`src/rtl/thread_sched_if.sv`:
```
// Issue handshake and redirect bundle between the thread scheduler and the pipeline.
// The master modport is the scheduler side; the slave modport is the pipeline side.
interface thread_sched_if;
  localparam int unsigned PC_W = 16;

  logic            issue_valid;
  logic            issue_tid;
  logic [PC_W-1:0] issue_pc;
  logic            issue_ready;
  logic            issue_pre;
  logic            jump_valid;
  logic            jump_tid;
  logic [PC_W-1:0] jump_target;

  modport master (
    output issue_valid, issue_tid, issue_pc,
    input  issue_ready, issue_pre, jump_valid, jump_tid, jump_target
  );

  modport slave (
    input  issue_valid, issue_tid, issue_pc,
    output issue_ready, issue_pre, jump_valid, jump_tid, jump_target
  );
endinterface

```
`src/rtl/thread_sched.sv`:
```
// Two-thread fine-grained issue scheduler: alternates between eligible threads,
// pins issue to one thread after a prefix, and tracks per-thread sticky halts.
module thread_sched #(
  parameter logic [15:0] T1_START = 16'h8000,
  parameter logic [15:0] T0_START = 16'h0000
) (
  input  logic                 clk,
  input  logic                 reset,
  input  logic [1:0]           stall,
  input  logic [1:0]           halt_req,
  thread_sched_if.master       bus,
  output logic [1:0]           halted,
  output logic                 halt
);
  localparam int unsigned PC_W = 16;

  typedef enum logic [1:0] {RUN, LOCK, HALT} state_t;

  state_t          state;
  state_t          state_nxt;
  logic [PC_W-1:0] pc [2];
  logic            last_tid;
  logic            lock_tid;
  logic            lock_tid_nxt;
  logic            other_tid;
  logic [1:0]      eligible;
  logic [1:0]      halted_nxt;
  logic            grant_valid;
  logic            grant_tid;
  logic            fire;

  // Issue arbitration: prefer the thread that did not issue last; a lock pins one thread.
  always_comb begin
    grant_valid = 1'b0;
    grant_tid   = 1'b0;
    eligible    = ~halted & ~stall;
    other_tid   = ~last_tid;
    if (reset) begin
      case (state)
        RUN: begin
          if (eligible[other_tid]) begin
            grant_valid = 1'b1;
            grant_tid   = other_tid;
          end else if (eligible[last_tid]) begin
            grant_valid = 1'b1;
            grant_tid   = last_tid;
          end
        end
        LOCK: begin
          if (eligible[lock_tid]) begin
            grant_valid = 1'b1;
            grant_tid   = lock_tid;
          end
        end
        default: begin
          grant_valid = 1'b0;
          grant_tid   = 1'b0;
        end
      endcase
    end
  end

  assign bus.issue_valid = grant_valid;
  assign bus.issue_tid   = grant_tid;
  assign bus.issue_pc    = pc[grant_tid];
  assign fire            = grant_valid & bus.issue_ready;

  // Next mode: a halted lock owner releases the lock; both halted parks the scheduler.
  always_comb begin
    halted_nxt   = halted | halt_req;
    state_nxt    = state;
    lock_tid_nxt = lock_tid;
    if (fire) begin
      if (bus.issue_pre) begin
        state_nxt    = LOCK;
        lock_tid_nxt = grant_tid;
      end else begin
        state_nxt = RUN;
      end
    end
    if ((state_nxt == LOCK) && halted_nxt[lock_tid_nxt]) begin
      state_nxt = RUN;
    end
    if (&halted_nxt) begin
      state_nxt = HALT;
    end
    if (state == HALT) begin
      state_nxt    = HALT;
      lock_tid_nxt = lock_tid;
    end
  end

  // A redirect is written after the increment so it wins for the same thread.
  always_ff @(posedge clk) begin
    if (!reset) begin
      pc[0]    <= T0_START;
      pc[1]    <= T1_START;
      halted   <= 2'b00;
      halt     <= 1'b0;
      state    <= RUN;
      last_tid <= 1'b1;
      lock_tid <= 1'b0;
    end else if (state != HALT) begin
      if (fire) begin
        pc[grant_tid] <= PC_W'(pc[grant_tid] + PC_W'(1));
        last_tid      <= grant_tid;
      end
      if (bus.jump_valid && !halted[bus.jump_tid]) begin
        pc[bus.jump_tid] <= bus.jump_target;
      end
      halted   <= halted_nxt;
      state    <= state_nxt;
      lock_tid <= lock_tid_nxt;
      halt     <= (state_nxt == HALT);
    end
  end
endmodule

```
`src/flat_wrapper.sv`:
```
// flat-port wrapper written by rule: the top's interface ports become plain ports
module thread_sched_flat 
#(
  parameter logic [15:0] T1_START = 16'h8000,
  parameter logic [15:0] T0_START = 16'h0000
)
  (clk, reset, stall, halt_req, halted, halt, bus_issue_valid, bus_issue_tid, bus_issue_pc, bus_issue_ready, bus_issue_pre, bus_jump_valid, bus_jump_tid, bus_jump_target);
  thread_sched_if bus_i ();
  input  logic clk;
  input  logic reset;
  input  logic [1:0] stall;
  input  logic [1:0] halt_req;
  output logic [1:0] halted;
  output logic halt;
  output wire logic [$bits(bus_i.issue_valid)-1:0] bus_issue_valid;
  output wire logic [$bits(bus_i.issue_tid)-1:0] bus_issue_tid;
  output wire logic [$bits(bus_i.issue_pc)-1:0] bus_issue_pc;
  input wire logic [$bits(bus_i.issue_ready)-1:0] bus_issue_ready;
  input wire logic [$bits(bus_i.issue_pre)-1:0] bus_issue_pre;
  input wire logic [$bits(bus_i.jump_valid)-1:0] bus_jump_valid;
  input wire logic [$bits(bus_i.jump_tid)-1:0] bus_jump_tid;
  input wire logic [$bits(bus_i.jump_target)-1:0] bus_jump_target;
  assign bus_issue_valid = bus_i.issue_valid;
  assign bus_issue_tid = bus_i.issue_tid;
  assign bus_issue_pc = bus_i.issue_pc;
  assign bus_i.issue_ready = bus_issue_ready;
  assign bus_i.issue_pre = bus_issue_pre;
  assign bus_i.jump_valid = bus_jump_valid;
  assign bus_i.jump_tid = bus_jump_tid;
  assign bus_i.jump_target = bus_jump_target;
  thread_sched #(.T1_START(T1_START), .T0_START(T0_START)) u_core (.clk(clk), .reset(reset), .stall(stall), .halt_req(halt_req), .bus(bus_i), .halted(halted), .halt(halt));
endmodule
```
`config.mk`:
```
export PLATFORM = sky130hd
export DESIGN_NAME = thread_sched_flat
export DESIGN_NICKNAME = d
export VERILOG_FILES = /design/src/rtl/thread_sched_if.sv /design/src/rtl/thread_sched.sv /design/src/flat_wrapper.sv
export SDC_FILE = /design/constraint.sdc
export NUM_CORES = 1
export LEC_CHECK = 0
export CAP_MARGIN = 10
export CORE_UTILIZATION = 44
export CTS_CLUSTER_DIAMETER = 40
export CTS_CLUSTER_SIZE = 30
export DETAILED_ROUTE_END_ITERATION = 6
export PLACE_DENSITY = 0.79
export SETUP_SLACK_MARGIN = 0.5
export SLEW_MARGIN = 15
export SYNTH_ARGS = -nofsm -noshare
export SYNTH_HDL_FRONTEND = slang
export SYNTH_SLANG_ARGS = --single-unit
export TNS_END_PERCENT = 30
```
`constraint.sdc`:
```
create_clock -name clk -period 5.55 [get_ports clk]
set_input_delay 0.8325 -clock clk [delete_from_list [all_inputs] [get_ports clk]]
set_output_delay 0.8325 -clock clk [all_outputs]
set_load 0.01 [all_outputs]
```
[Yosys cells after proc, flatten, opt, wreduce, memory -nomap -nowiden]
Memory sizes are Yosys's and may differ from the RTL's.
Index checks and enable logic that the tools add are counted.
Word-level totals
  bits in registers: 7
  memory bits (writable): 32
  input bits: 26
  output and inout bits: 21
  logic and storage cells: 75
  memories kept: 1
Cells by class
  add/sub/neg operators: 1
  magnitude comparators: 5
  eq/ne operators: 5
  muxes and demuxes: 42
  bitwise operators: 7
  reduce and logical (&&, ||, !) cells: 9
Memory list
  u_core.pc: words 2, bits a word 16, rd ports 1, clocked after Yosys merged registers in 0, write ports 2, RTL line thread_sched.sv:21  | logic [PC_W-1:0] pc [2];
Operators with widths (number)
  $mux 1: 34
  $mux 16: 2
  $reduce_or 16->1: 2
  $add 16x1->16 const B: 1
  $lt 1x2->1 const B: 5
  $mux 2: 4
  $reduce_and 2->1: 3
  $eq 2x1->1 const B: 2
  $eq 2x2->1 const B: 2
  $not 2->2: 2
  $pmux 1 s2: 2
  $and 2x2->2: 1
  $logic_and 1x1->1: 2
  $logic_not 2->1: 1
  $ne 2x2->1 const B: 1
  $not 1->1: 2
  $or 2x2->2: 1
  $and 1x1->1: 1
  $logic_not 1->1: 1

[Logic depth before layout (Yosys ltp)]
  depth in word-level cells: 17
  gate-level depth with buffers: 15
  gate-level depth less buffers: 11

[Worst setup path after synthesis]
No wires, ideal clock.
  kind: in2reg
  start: input reset
  end: memory u_core.pc[0][14], data pin
  library setup time: 0.264 ns
  arrival time: 3.662 ns
  data required time: 5.286 ns
  setup slack: 1.624 ns
  cell stages on the path: 15
  path through: buf_2 -> and2b_1 -> nand4_4 -> inv_2 -> clkbuf_1 -> buf_2 -> nand2_1 -> nand2_1 -> ha_1 -> clkbuf_1 -> inv_1 -> or2_2 -> or3_1 -> o2111ai_1 -> nand3_1
RTL lines
  start, declared: RTL line flat_wrapper.sv:10  | input logic reset;
  end, declared: RTL line thread_sched.sv:21

[Worst setup path in the final report]
  start: input reset
  end: output bus_issue_pc[10]
On the way
  cells in the longest elaborated chain, start to end: 2
Ends and longest elaborated chain
  $mux 1: RTL line thread_sched.sv:38  | if (reset) begin
  $mem_v2 2x16
  end, declared: RTL line flat_wrapper.sv:17  | output wire logic [$bits(bus_i.issue_pc)-1:0] bus_issue_pc;
Every way passes these cells.

==> flow_summary_export.csv <==
group,metric,value,unit
power,ir_worst_vdd,85.5,uV
floorplanning,die_h,80.0,um
flow_run,max_cap_viol_count,0,
global_route,antenna_found_initial,0,
floorplanning,design.core.area,5890,um2
worst_setup_path,crit_start,"reset",
floorplanning,dieArea,6400,um2
worst_setup_path,startpoint_type,"input port",
cts,cts_tree,"built",
cts,post_cts_buffers,0,
worst_setup_path,r2r_cells,11,
worst_setup_path,worstSetupPathType,"input port to output port",
placed_design,io_buffers,46,
worst_setup_path,reg2reg_from,"u_core.halted[1]",
sta,slew_headroom,38.3,%
cts,numCtsBuffers,5,
synth,synth_area,2680,um2
cts,clock_latency,0.30,ns
worst_setup_path,critPathRequiredTime,4.72,ns
sta,fin_setup_tns,0,ns
synth,ys_types,48,
sta,fin_crit_sh,78.1,%
finish,nets,382,
synth,ys_warn_count,0,
sta,fin_crit,4.33,ns
power,power.total,766,uW
finish,antenna_cells,0,
floorplanning,num_rows,28,
synth,synth_fa_ha_area_share,0.468,%
synth,synthXorXnorAreaFrac,5.24,%
global_route,grt_pass1_vias,2385,
cts,cts_root_buffer,"clkbuf_8",
floorplanning,pin_count,47,
floorplanning,initial_core_util,45.5,%
worst_setup_path,reg2reg_to,"u_core.pc[0][14]",
placed_design,dpl.hpwl,5.54,mm
sta,hold_viol,0,
route,drtIter0Drc,423,
synth,yosys.area.top_type_share,35.9,%
worst_setup_path,cp-endpoint,"bus_issue_pc[10]",
route,drt_wl_total,7.69,mm
route,drt_pass1_iterations,6,
global_route,grt_max_degree,30,
run_status,status,"complete, no violations",
power,power_density,233,nW/um2
placed_design,gp_congestion,0.903,
min_path,holdCritPathClass,"flip-flop to flip-flop",
finish,syn_to_final_growth,23.1,%
worst_setup_path,cp_common_cell,"clkdlybuf4s50_1",
synth,synth-compound-area-share,13.4,%
synth,ys.flop_type,"edfxtp_1",
sta,finClkSkew,0.00777,ns
global_route,gr-total-overflow,0,
synth,yosys.area.top_type,"edfxtp_1",
synth,synth_seq_cells,39,
global_route,grt_usage,24.9,%
synth,async_flop_share,0,%
route,drcViolationCount,0,
synth,synth_mux_area_share,4.16,%
route,routedWlPerCell,17.8,um
cts,cts.repair.resized,0,
synth,synth_top_family_by_area,"simple AND/OR/NAND/NOR gates",
cts,hold_buffers,0,
sta,drv_slew,0,
worst_setup_path,crit_path_top_delay_cell,"clkdlybuf4s50_1",
worst_setup_path,ff2ff_setup_slack,2.02,ns
worst_setup_path,cp.depth,7,
sta,worstMarginPinSlew,0.922,ns
worst_setup_path,critPathMaxFanout,27,
route,ant_nets,0,
power,leakage,1.14,nW
worst_setup_path,max_stage_delay,0.65,ns
synth,ys_seq_area_share,41.2,%
synth,synth_simple_gate_area_share,31.9,%
cts,cts_max_level,2,
route,vias,2624,
cts,cts_buffer_depth,2,
cts,cts_sinks,39,
sta,fmax,0.231,GHz
worst_setup_path,path_buf_inv,4,
worst_setup_path,path_cells,"clkdlybuf4s50_1 -> and2b_1 -> nand4_4 -> inv_2 -> mux2i_1 -> inv_1 -> clkdlybuf4s50_1",
synth,syn_nets,342,
synth,synth.avg_cell_area,8.49,um2
sta,final-setup-viol-count,0,
floorplanning,die_x,80.0,um
worst_setup_path,cp_data_arrival_time,3.50,ns
finish,drive_gt1_share,5.62,%
synth,synth_cells,315,
synth,synth_edf_count,32,
route,post_drt_via_cell_ratio,6.09,
global_route,grt_pass1_wl,12.1,mm
synth,synthTopCellsByArea,"edfxtp_1, nand2_1, dfxtp_1",
worst_setup_path,crit_family,"buffers and inverters",
cts,clkTransAtPathRegs,0.08,ns
worst_setup_path,cp-end-kind,"output port",
sta,grt_setup_unrepaired,"no",
-- metal layers --
layer  share of wire [%]  GRT usage (%)  vias up
met5                   0              0        -
li1                    -              -     1239
met4                 1.7           8.04        0
met1                  44           35.4     1221
met2                  47           38.8      145
met3                 7.6           3.31       19
-- registers in the layout, indices dropped and copies added, names as in the netlist --
register,cells
u_core.halt,1
u_core.halted,2
u_core.last_tid,1
u_core.lock_tid,1
u_core.pc,32
u_core.state,2
-- power by group --
part	total (mW)	switching [mW]	internal, mW
clock network	0.234	0.107	0.127
registers	0.372	0.0297	0.342
logic	0.160	0.0832	0.0765
-- cell families after synthesis --
logic type / Yosys count
and+or+nand+nor: 178
AOI/OAI and AO/OA: 50
DFF: 39
buffers and inverters: 21
xor gates and xnor gates: 16
muxes: 10
adders and majority gates: 1
-- cell type report --
type | count | area (um2)
Fill cell | 518 | 2590
Multi-Input combinational cell | 255 | 1490
Sequential cell | 39 | 1100
Timing Repair Buffer | 48 | 475
Clock buffer | 7 | 108
Tap cell | 75 | 93.8
Inverter | 6 | 22.5
Clock inverter | 1 | 5.00
-- per-stage QoR --
stage / instance area [um2] / std cells / worst slack (ns) / hold slack (ns) / utilization, %
floorplan: 2680 / 315 / 1.62 / 0.431 / -
detailed placement: 3180 / 423 / 1.01 / 0.450 / 54.0
global placement: 3180 / 423 / 1.14 / 0.454 / 54.0
CTS: 3290 / 431 / 1.26 / 0.473 / 55.9
finish: 3290 / 431 / 1.22 / 0.474 / 55.9
global route: 3290 / 431 / 1.11 / 0.537 / 55.9
-- worst register-to-register path: cells and delay by family (launching register included) --
| family | cells | cell delay (ns) |
|---|---|---|
| AO/OA/AOI/OAI | 1 | 0.19 |
| adder cells (fa/ha/maj) | 1 | 0.39 |
| buffers and inverters | 2 | 0.69 |
| flip-flops | 1 | 0.38 |
| AND/OR/NAND/NOR | 7 | 1.65 |
-- cells in the mapped netlist (all sizes together), types with 2 or more instances --
master   instances
a211o            5
a21oi            3
clkbuf          11
and3             3
nand3           24
or3              2
nor2b            4
xor2             7
mux2             3
nand3b           2
dfxtp            7
mux2i            7
nand2           83
buf              4
nand2b           5
and2             2
nor3             9
xnor2            9
or2              2
o31ai           12
inv              6
a21boi           3
nand4           15
nor4             6
nor2            17
o21ai           13
edfxtp          32
a22o             2
o2111ai          3
-- placed cells by master (no fill, tap or decap), drive strengths merged, types with 5 or more instances in the layout --
cell,netlist,final
o31ai,12,12
nor2,17,17
xor2,7,7
dfxtp,7,7
nor4,6,6
o21ai,13,13
inv,6,6
a211o,5,5
nor3,9,9
clkdlybuf4s50,0,46
nand2b,5,5
mux2i,7,7
nand2,83,83
xnor2,9,9
clkbuf,11,7
nand4,15,15
nand3,24,24
edfxtp,32,32
-- worst min path at each step --
| stage | from | endpoint | slack (ns) | cells after the start |
|---|---|---|---|---|
| after global routing | u_core.last_tid | u_core.last_tid | 0.54 | 2 |
| after floorplan | u_core.last_tid | u_core.last_tid | 0.43 | 2 |
| after global placement | u_core.last_tid | u_core.last_tid | 0.45 | 2 |
| after CTS | u_core.last_tid | u_core.last_tid | 0.47 | 2 |
| final | u_core.last_tid | u_core.last_tid | 0.47 | 2 |
| after detailed placement | u_core.last_tid | u_core.last_tid | 0.45 | 2 |
No activity file was read; power rests on OpenSTA's default activity.
